[config.mk]
export PLATFORM = sky130hd
export DESIGN_NAME = k12_alu_exec_flat
export DESIGN_NICKNAME = d
export VERILOG_FILES = /design/src/rtl/k12_alu_exec_pkg.sv /design/src/rtl/k12_alu_exec_if.sv /design/src/rtl/k12_alu_exec_alu.sv /design/src/rtl/k12_alu_exec.sv /design/src/flat_wrapper.sv
export SDC_FILE = /design/constraint.sdc
export NUM_CORES = 1
export LEC_CHECK = 0
export ABC_AREA = 0
export ABC_CLOCK_PERIOD_IN_PS = 2950
export CAP_MARGIN = 20
export CELL_PAD_IN_SITES_DETAIL_PLACEMENT = 0
export CELL_PAD_IN_SITES_GLOBAL_PLACEMENT = 2
export CORE_AREA = 8 8 158 160
export DETAILED_ROUTE_END_ITERATION = 8
export DIE_AREA = 0 0 166 168
export PLACE_DENSITY = 0.79
export RECOVER_POWER = 100
export SYNTH_ARGS = -nofsm -noshare
export SYNTH_HDL_FRONTEND = slang
export SYNTH_SLANG_ARGS = --single-unit
[constraint.sdc]
create_clock -name clk -period 2.95 [get_ports clk]
set_clock_uncertainty 0.05 [all_clocks]
set_input_delay 0.4425 -clock clk [delete_from_list [all_inputs] [get_ports clk]]
set_output_delay 0.4425 -clock clk [all_outputs]
set_load 0.05 [all_outputs]
[src/rtl/k12_alu_exec_pkg.sv]
// Shared K12 constants, ALU opcode encoding and the EX-stage request bundle.
package k12_alu_exec_pkg;
  localparam int K12_DWIDTH = 8;
  localparam int K12_NREGS  = 8;
  localparam int K12_RIDX_W = $clog2(K12_NREGS);
  localparam int K12_INST_W = 16;

  // Opcode lives in inst[15:12]; inst[11:0] carries immediates.
  typedef enum logic [3:0] {
    OP_ADD  = 4'h0,
    OP_SUB  = 4'h1,
    OP_AND  = 4'h2,
    OP_OR   = 4'h3,
    OP_XOR  = 4'h4,
    OP_SHL  = 4'h5,
    OP_SHR  = 4'h6,
    OP_MOV  = 4'h7,
    OP_LDI  = 4'h8,
    OP_CEQ  = 4'h9,
    OP_CLT  = 4'hA,
    OP_CLTS = 4'hB
  } k12_op_e;

  typedef struct packed {
    logic [K12_RIDX_W-1:0] rd;
    logic                  wb;
    logic                  pred;
    logic [K12_INST_W-1:0] inst;
  } k12_req_t;
endpackage

[src/rtl/k12_alu_exec_if.sv]
// Decode->EX request handshake and EX->consumer retire handshake.
interface k12_alu_exec_if;
  import k12_alu_exec_pkg::*;

  logic                  in_valid;
  logic                  in_ready;
  logic [K12_RIDX_W-1:0] in_rd;
  logic [K12_RIDX_W-1:0] in_rs;
  logic                  in_wb;
  logic                  in_pred;
  logic [K12_INST_W-1:0] in_inst;
  logic                  out_valid;
  logic                  out_ready;
  logic [K12_DWIDTH-1:0] out_res;
  logic                  out_cond;
  logic                  out_squash;

  modport slave (
    input  in_valid, in_rd, in_rs, in_wb, in_pred, in_inst, out_ready,
    output in_ready, out_valid, out_res, out_cond, out_squash
  );

  modport master (
    output in_valid, in_rd, in_rs, in_wb, in_pred, in_inst, out_ready,
    input  in_ready, out_valid, out_res, out_cond, out_squash
  );
endinterface

[src/rtl/k12_alu_exec_alu.sv]
// k12_alu: combinational 8-bit ALU; res plus one condition bit per opcode.
module k12_alu
  import k12_alu_exec_pkg::*;
(
  input  logic [K12_INST_W-1:0] inst,
  input  logic [K12_DWIDTH-1:0] a,
  input  logic [K12_DWIDTH-1:0] b,
  output logic [K12_DWIDTH-1:0] res,
  output logic                  cond
);
  k12_op_e  w_op;
  logic [2:0] w_sh;

  assign w_op = k12_op_e'(inst[15:12]);
  // inst[11] selects an immediate shift amount in inst[10:8] instead of b[2:0]
  assign w_sh = inst[11] ? inst[10:8] : b[2:0];

  always_comb begin
    res  = '0;
    cond = 1'b0;
    case (w_op)
      OP_ADD:  {cond, res} = {1'b0, a} + {1'b0, b};
      OP_SUB:  {cond, res} = {1'b0, a} - {1'b0, b};
      OP_AND:  begin res = a & b;      cond = ~|res; end
      OP_OR:   begin res = a | b;      cond = ~|res; end
      OP_XOR:  begin res = a ^ b;      cond = ~|res; end
      OP_SHL:  begin res = a << w_sh;  cond = ~|res; end
      OP_SHR:  begin res = a >> w_sh;  cond = ~|res; end
      OP_MOV:  begin res = b;          cond = ~|res; end
      OP_LDI:  begin res = inst[K12_DWIDTH-1:0]; cond = ~|res; end
      OP_CEQ:  begin res = a; cond = (a == b); end
      OP_CLT:  begin res = a; cond = (a < b); end
      OP_CLTS: begin res = a; cond = ($signed(a) < $signed(b)); end
      default: begin res = '0; cond = 1'b0; end
    endcase
  end
endmodule

[src/rtl/k12_alu_exec.sv]
// K12 execute/write-back stage: one EX slot, 8x8 register file with retire bypass, cond flag.
module k12_alu_exec
  import k12_alu_exec_pkg::*;
(
  input  logic                  clk,
  input  logic                  reset,
  k12_alu_exec_if.slave         bus,
  output logic                  cond_flag,
  input  logic [K12_RIDX_W-1:0] dbg_idx,
  output logic [K12_DWIDTH-1:0] dbg_data
);
  logic [K12_NREGS-1:0][K12_DWIDTH-1:0] r_regs;
  logic                  r_ex_valid;
  k12_req_t              r_ex;
  logic [K12_DWIDTH-1:0] r_ex_a;
  logic [K12_DWIDTH-1:0] r_ex_b;
  logic                  r_cond_flag;

  logic                  w_out_fire;
  logic                  w_in_fire;
  logic                  w_squash;
  logic                  w_wr;
  logic [K12_DWIDTH-1:0] w_res;
  logic                  w_cond;
  logic [K12_DWIDTH-1:0] w_op_a;
  logic [K12_DWIDTH-1:0] w_op_b;

  k12_alu u_alu (
    .inst (r_ex.inst),
    .a    (r_ex_a),
    .b    (r_ex_b),
    .res  (w_res),
    .cond (w_cond)
  );

  assign w_squash   = r_ex.pred & ~r_cond_flag;
  assign w_out_fire = r_ex_valid & bus.out_ready;
  assign w_wr       = w_out_fire & ~w_squash & r_ex.wb;
  assign bus.in_ready = ~r_ex_valid | w_out_fire;
  assign w_in_fire  = bus.in_valid & bus.in_ready;

  assign bus.out_valid  = r_ex_valid;
  assign bus.out_res    = w_res;
  assign bus.out_cond   = w_cond;
  assign bus.out_squash = w_squash;
  assign cond_flag      = r_cond_flag;
  assign dbg_data       = r_regs[dbg_idx];

  // A retire writing the register being read this same edge must win over the stale copy
  assign w_op_a = (w_wr && r_ex.rd == bus.in_rd) ? w_res : r_regs[bus.in_rd];
  assign w_op_b = (w_wr && r_ex.rd == bus.in_rs) ? w_res : r_regs[bus.in_rs];

  always_ff @(posedge clk or posedge reset) begin
    if (reset) begin
      r_regs <= '0;
    end else begin
      for (int i = 0; i < K12_NREGS; i++)
        if (w_wr && r_ex.rd == K12_RIDX_W'(i)) r_regs[i] <= w_res;
    end
  end

  always_ff @(posedge clk or posedge reset) begin
    if (reset) begin
      r_cond_flag <= 1'b0;
    end else if (w_out_fire && !w_squash) begin
      r_cond_flag <= w_cond;
    end
  end

  always_ff @(posedge clk or posedge reset) begin
    if (reset) begin
      r_ex_valid <= 1'b0;
      r_ex       <= '0;
      r_ex_a     <= '0;
      r_ex_b     <= '0;
    end else if (w_in_fire) begin
      r_ex_valid <= 1'b1;
      r_ex.rd    <= bus.in_rd;
      r_ex.wb    <= bus.in_wb;
      r_ex.pred  <= bus.in_pred;
      r_ex.inst  <= bus.in_inst;
      r_ex_a     <= w_op_a;
      r_ex_b     <= w_op_b;
    end else if (w_out_fire) begin
      r_ex_valid <= 1'b0;
    end
  end
endmodule
[src/flat_wrapper.sv]
// flat-port wrapper written by rule: the top's interface ports become plain ports
module k12_alu_exec_flat import k12_alu_exec_pkg::*;
  (clk, reset, cond_flag, dbg_idx, dbg_data, bus_in_valid, bus_in_rd, bus_in_rs, bus_in_wb, bus_in_pred, bus_in_inst, bus_out_ready, bus_in_ready, bus_out_valid, bus_out_res, bus_out_cond, bus_out_squash);
  k12_alu_exec_if bus_i ();
  input  logic clk;
  input  logic reset;
  output logic cond_flag;
  input  logic [K12_RIDX_W-1:0] dbg_idx;
  output logic [K12_DWIDTH-1:0] dbg_data;
  input wire logic [$bits(bus_i.in_valid)-1:0] bus_in_valid;
  input wire logic [$bits(bus_i.in_rd)-1:0] bus_in_rd;
  input wire logic [$bits(bus_i.in_rs)-1:0] bus_in_rs;
  input wire logic [$bits(bus_i.in_wb)-1:0] bus_in_wb;
  input wire logic [$bits(bus_i.in_pred)-1:0] bus_in_pred;
  input wire logic [$bits(bus_i.in_inst)-1:0] bus_in_inst;
  input wire logic [$bits(bus_i.out_ready)-1:0] bus_out_ready;
  output wire logic [$bits(bus_i.in_ready)-1:0] bus_in_ready;
  output wire logic [$bits(bus_i.out_valid)-1:0] bus_out_valid;
  output wire logic [$bits(bus_i.out_res)-1:0] bus_out_res;
  output wire logic [$bits(bus_i.out_cond)-1:0] bus_out_cond;
  output wire logic [$bits(bus_i.out_squash)-1:0] bus_out_squash;
  assign bus_i.in_valid = bus_in_valid;
  assign bus_i.in_rd = bus_in_rd;
  assign bus_i.in_rs = bus_in_rs;
  assign bus_i.in_wb = bus_in_wb;
  assign bus_i.in_pred = bus_in_pred;
  assign bus_i.in_inst = bus_in_inst;
  assign bus_i.out_ready = bus_out_ready;
  assign bus_in_ready = bus_i.in_ready;
  assign bus_out_valid = bus_i.out_valid;
  assign bus_out_res = bus_i.out_res;
  assign bus_out_cond = bus_i.out_cond;
  assign bus_out_squash = bus_i.out_squash;
  k12_alu_exec u_core (.clk(clk), .reset(reset), .bus(bus_i), .cond_flag(cond_flag), .dbg_idx(dbg_idx), .dbg_data(dbg_data));
endmodule
==> results.py <==
metrics = {
    "critical_path": {
        "cp_top_family": "compound AO/OA/AOI/OAI gates",
        "critPathLaunchType": "flop",
        "crit_required_ps": 2460,
        "cp-end-kind": "output port",
        "r2r_cells": 11,
        "crit_path_max_incr_delay_ps": 460,
        "cp.buffers_inverters": 4,
        "path_cells": "inv_4 > ha_4 > o21ba_4 > or4_4 > nand3b_1 > a21oi_2 > xnor2_2 > a221oi_4 > buf_6 > clkinvlp_4 > buf_8",
        "r2r_start": "u_core.r_ex_b[0]",
        "slowest_stage": "or4_4",
        "crit_fanout": 4,
        "worst_r2r_endpoint": "u_core.r_ex_b[1]",
        "reg2reg_setup_slack_ps": -120,
        "critical_path_arrival_ps": 2900,
        "path_class": "reg -> out",
    },
    "detailed_routing": {
        "wirelength_um": 27100,
        "ant_nets": 0,
        "first_pass_iters": 5,
        "post-route-drc-count": 0,
        "vias": 6906,
        "initialDrtViolationCount": 651,
        "wl_per_cell_um": 22.9,
        "vias_per_cell": 5.83,
    },
    "sta": {
        "fin_crit_ps": 3390,
        "rsz0062_at_grt": "true",
        "max_freq_ghz": 0.295,
        "tightest_slew_ps": 1490,
        "final_max_slew_viol_count": 0,
        "setup_viol": 11,
        "period_share_pct": 115,
        "slew_headroom_pct": 0.223,
        "finalHoldViolCount": 0,
        "setup_ws_ps": -444,
    },
    "floorplanning": {
        "rows": 55,
        "die_w_um": 166,
        "die_area_sq_um": 27900,
        "initial_core_util_pct": 35.3,
        "die_h_um": 168,
        "core_sq_um": 22400,
        "io_pins": 52,
    },
    "global_route": {
        "grt_pass1_vias": 7128,
        "grt_antenna_before_repair": 0,
        "grt_max_degree": 65,
        "grt.total_usage_pct": 19.3,
        "grt_pass1_wl_um": 42200,
        "gr-total-overflow": 0,
    },
    "synthesis": {
        "synth.area.top_cells": "dfrtp_1 (33%), mux4_2 (16%), mux2_2 (9.8%)",
        "synth-edff-count": 0,
        "syn_nets": 808,
        "synth_mux_area_share_pct": 29.8,
        "synthDistinctLibCells": 73,
        "synth_common_cells": "dfrtp_1 (103), mux2_2 (69), nand2_1 (68), mux4_2 (56), clkbuf_1 (49)",
        "yosys.area_share.adder_pct": 4.31,
        "synth-async-reset-ratio_pct": 100,
        "synth-xor-area-share_pct": 1.33,
        "ys_seq_elements": 103,
        "synth_flop_cell": "dfrtp_1",
        "yosysSeqAreaShare_pct": 32.6,
        "synth_top_area_share_pct": 32.6,
        "synth_top_family_by_area": "multiplexers",
        "synth_area_leader_cell": "dfrtp_1",
        "syn_inst": 751,
        "synth_area_sq_um": 7900,
        "syn_avg_cell_area_sq_um": 10.5,
        "synth-compound-area-share_pct": 12.9,
        "yosys.area_share.simple_pct": 13.5,
        "yosysMostFrequentCell": "dfrtp_1",
        "synth_warnings": 0,
    },
    "finish": {
        "seqCellArea_sq_um": 2580,
        "fin_area_sq_um": 10300,
        "layout-drive-gt1-share_pct": 42.7,
        "fill_cells": 2076,
        "insertedDiodeCount": 0,
        "nNetsFinal": 953,
        "fin_util_pct": 46.2,
        "multiInputGateArea_sq_um": 5220,
        "area_growth_pct": 30.8,
    },
    "clock_tree": {
        "holdBufCountCts": 0,
        "cts.path.max_buffers": 2,
        "cts.clk_slew.worst_paths_ps": 80,
        "cts_sinks": 103,
        "cts_made_buffers": 9,
        "clk_latency_ps": 360,
        "cts_max_level": 3,
        "cts_tree": "built",
        "clockRootBuffer": "clkbuf_16",
    },
    "placed_design": {
        "gp_congestion": 0.940,
        "post_dp_cell_area_sq_um": 9660,
        "port_buffers": 51,
        "hpwl_um": 20500,
        "dp_slack_ps": -414,
    },
    "power_and_ir_drop": {
        "finalPower_w": 0.00917,
        "ir_worst_vdd_uv": 546,
        "seqPwrFrac_pct": 24.6,
        "power.density_nw_per_um2": 887,
        "power.share.clock_pct": 12.6,
        "p_switching_w": 0.00400,
        "internal_power_w": 0.00517,
        "leakage_nw": 4.38,
        "swShare_pct": 43.6,
        "p_comb_share_pct": 62.7,
    },
    "status": {
        "violations": "capacitance limit, setup timing",
        "status": "finished, violations left",
    },
    "hold_path": {
        "min_path_cells": 2,
        "hold_end": "u_core.r_regs[48]",
        "worstHoldStart": "u_core.r_regs[48]",
        "min-delay-path-class": "reg -> reg",
    },
    "flow_run": {
        "max-cap-violations": 1,
    },
}
final cells by class:
type | count | share of cell area [%]
timing repair buffer | 206 | 17.2
clock buffer | 9 | 2.18
tap | 285 | 3.45
multi-input combinational | 548 | 50.5
inverter | 28 | 1.11
sequential | 103 | 25.0
clock inverter | 6 | 0.521
power by group through the flow:
| stage | Clock, W | Sequential (W) | Combinational [W] |
|---|---|---|---|
| after global placement | 0 | 0.00221 | 0.00524 |
| final | 0.00116 | 0.00226 | 0.00575 |
| after global routing | 0.00125 | 0.00232 | 0.00609 |
| after CTS | 0.00119 | 0.00225 | 0.00558 |
| after floorplan | 0 | 0.00216 | 0.00330 |
| after detailed placement | 0 | 0.00227 | 0.00523 |
cell usage in the layout, fill, tap and decap left out, drive strengths merged, types with 26 or more instances in the layout:
cell and instances:
a21oi 36, buf 157, clkdlybuf4s50 28, dfrtp 103, inv 29, mux2 72
mux2i 26, mux4 56, nand2 68, nor2 36, o21ai 49
tightest hold or removal path, stage by stage (launching register included):
cell and delay [ps]:
dfrtp_1 380, nand2_1 50, o21ai_0 70
cell families after synthesis:
group | Yosys count
simple gates | 200
compound gates | 156
mux | 153
flops | 103
buf+inv | 101
fa+ha+maj | 26
xor+xnor | 12
stage by stage:
step | cells | setup TNS, ps | hold WS [ps]
2_1_floorplan | 751 | -12.8 | 427
3_3_place_gp | 1154 | -3770 | 442
3_5_place_dp | 1154 | -4170 | 468
4_1_cts | 1180 | -2560 | 483
5_1_grt | 1185 | -4880 | 500
6_report | 1185 | -3170 | 483
state kept, by name, summed over array words and instances, names as in the netlist:
register,count
u_core.bus.out_valid,1
u_core.r_regs,64
u_core.r_ex_a,8
u_core.cond_flag,1
u_core.r_ex,21
u_core.r_ex_b,8
worst max path at each step:
stage	startpoint	to	cells past startpoint
global route	u_core.r_ex_b[1]	bus_out_res[5]	11
finish	u_core.r_ex_b[1]	bus_out_res[5]	11
floorplan	u_core.r_ex_a[3]	bus_out_cond	9
CTS	u_core.r_ex_b[1]	bus_out_res[5]	11
detailed placement	u_core.r_ex_a[0]	bus_out_res[1]	10
global placement	u_core.r_ex_a[0]	bus_out_res[1]	10
layer usage:
metal	global-route usage (%)	vias up	wire length [um]
met3	2.53	52	1370
met4	7.55	0	677
li1	-	3121	-
met5	0	-	0
met1	23.5	3497	11200
met2	34.3	236	13900
repair_timing:
| action | CTS | global route |
|---|---|---|
| buffers inserted | 10 | 6 |
| cloned | 1 | 0 |
| pin swaps | 18 | 16 |
| resized for setup | 56 | 32 |
| endpoints found under the setup margin | 46 | 27 |
Power figures use the tool's default switching activity.
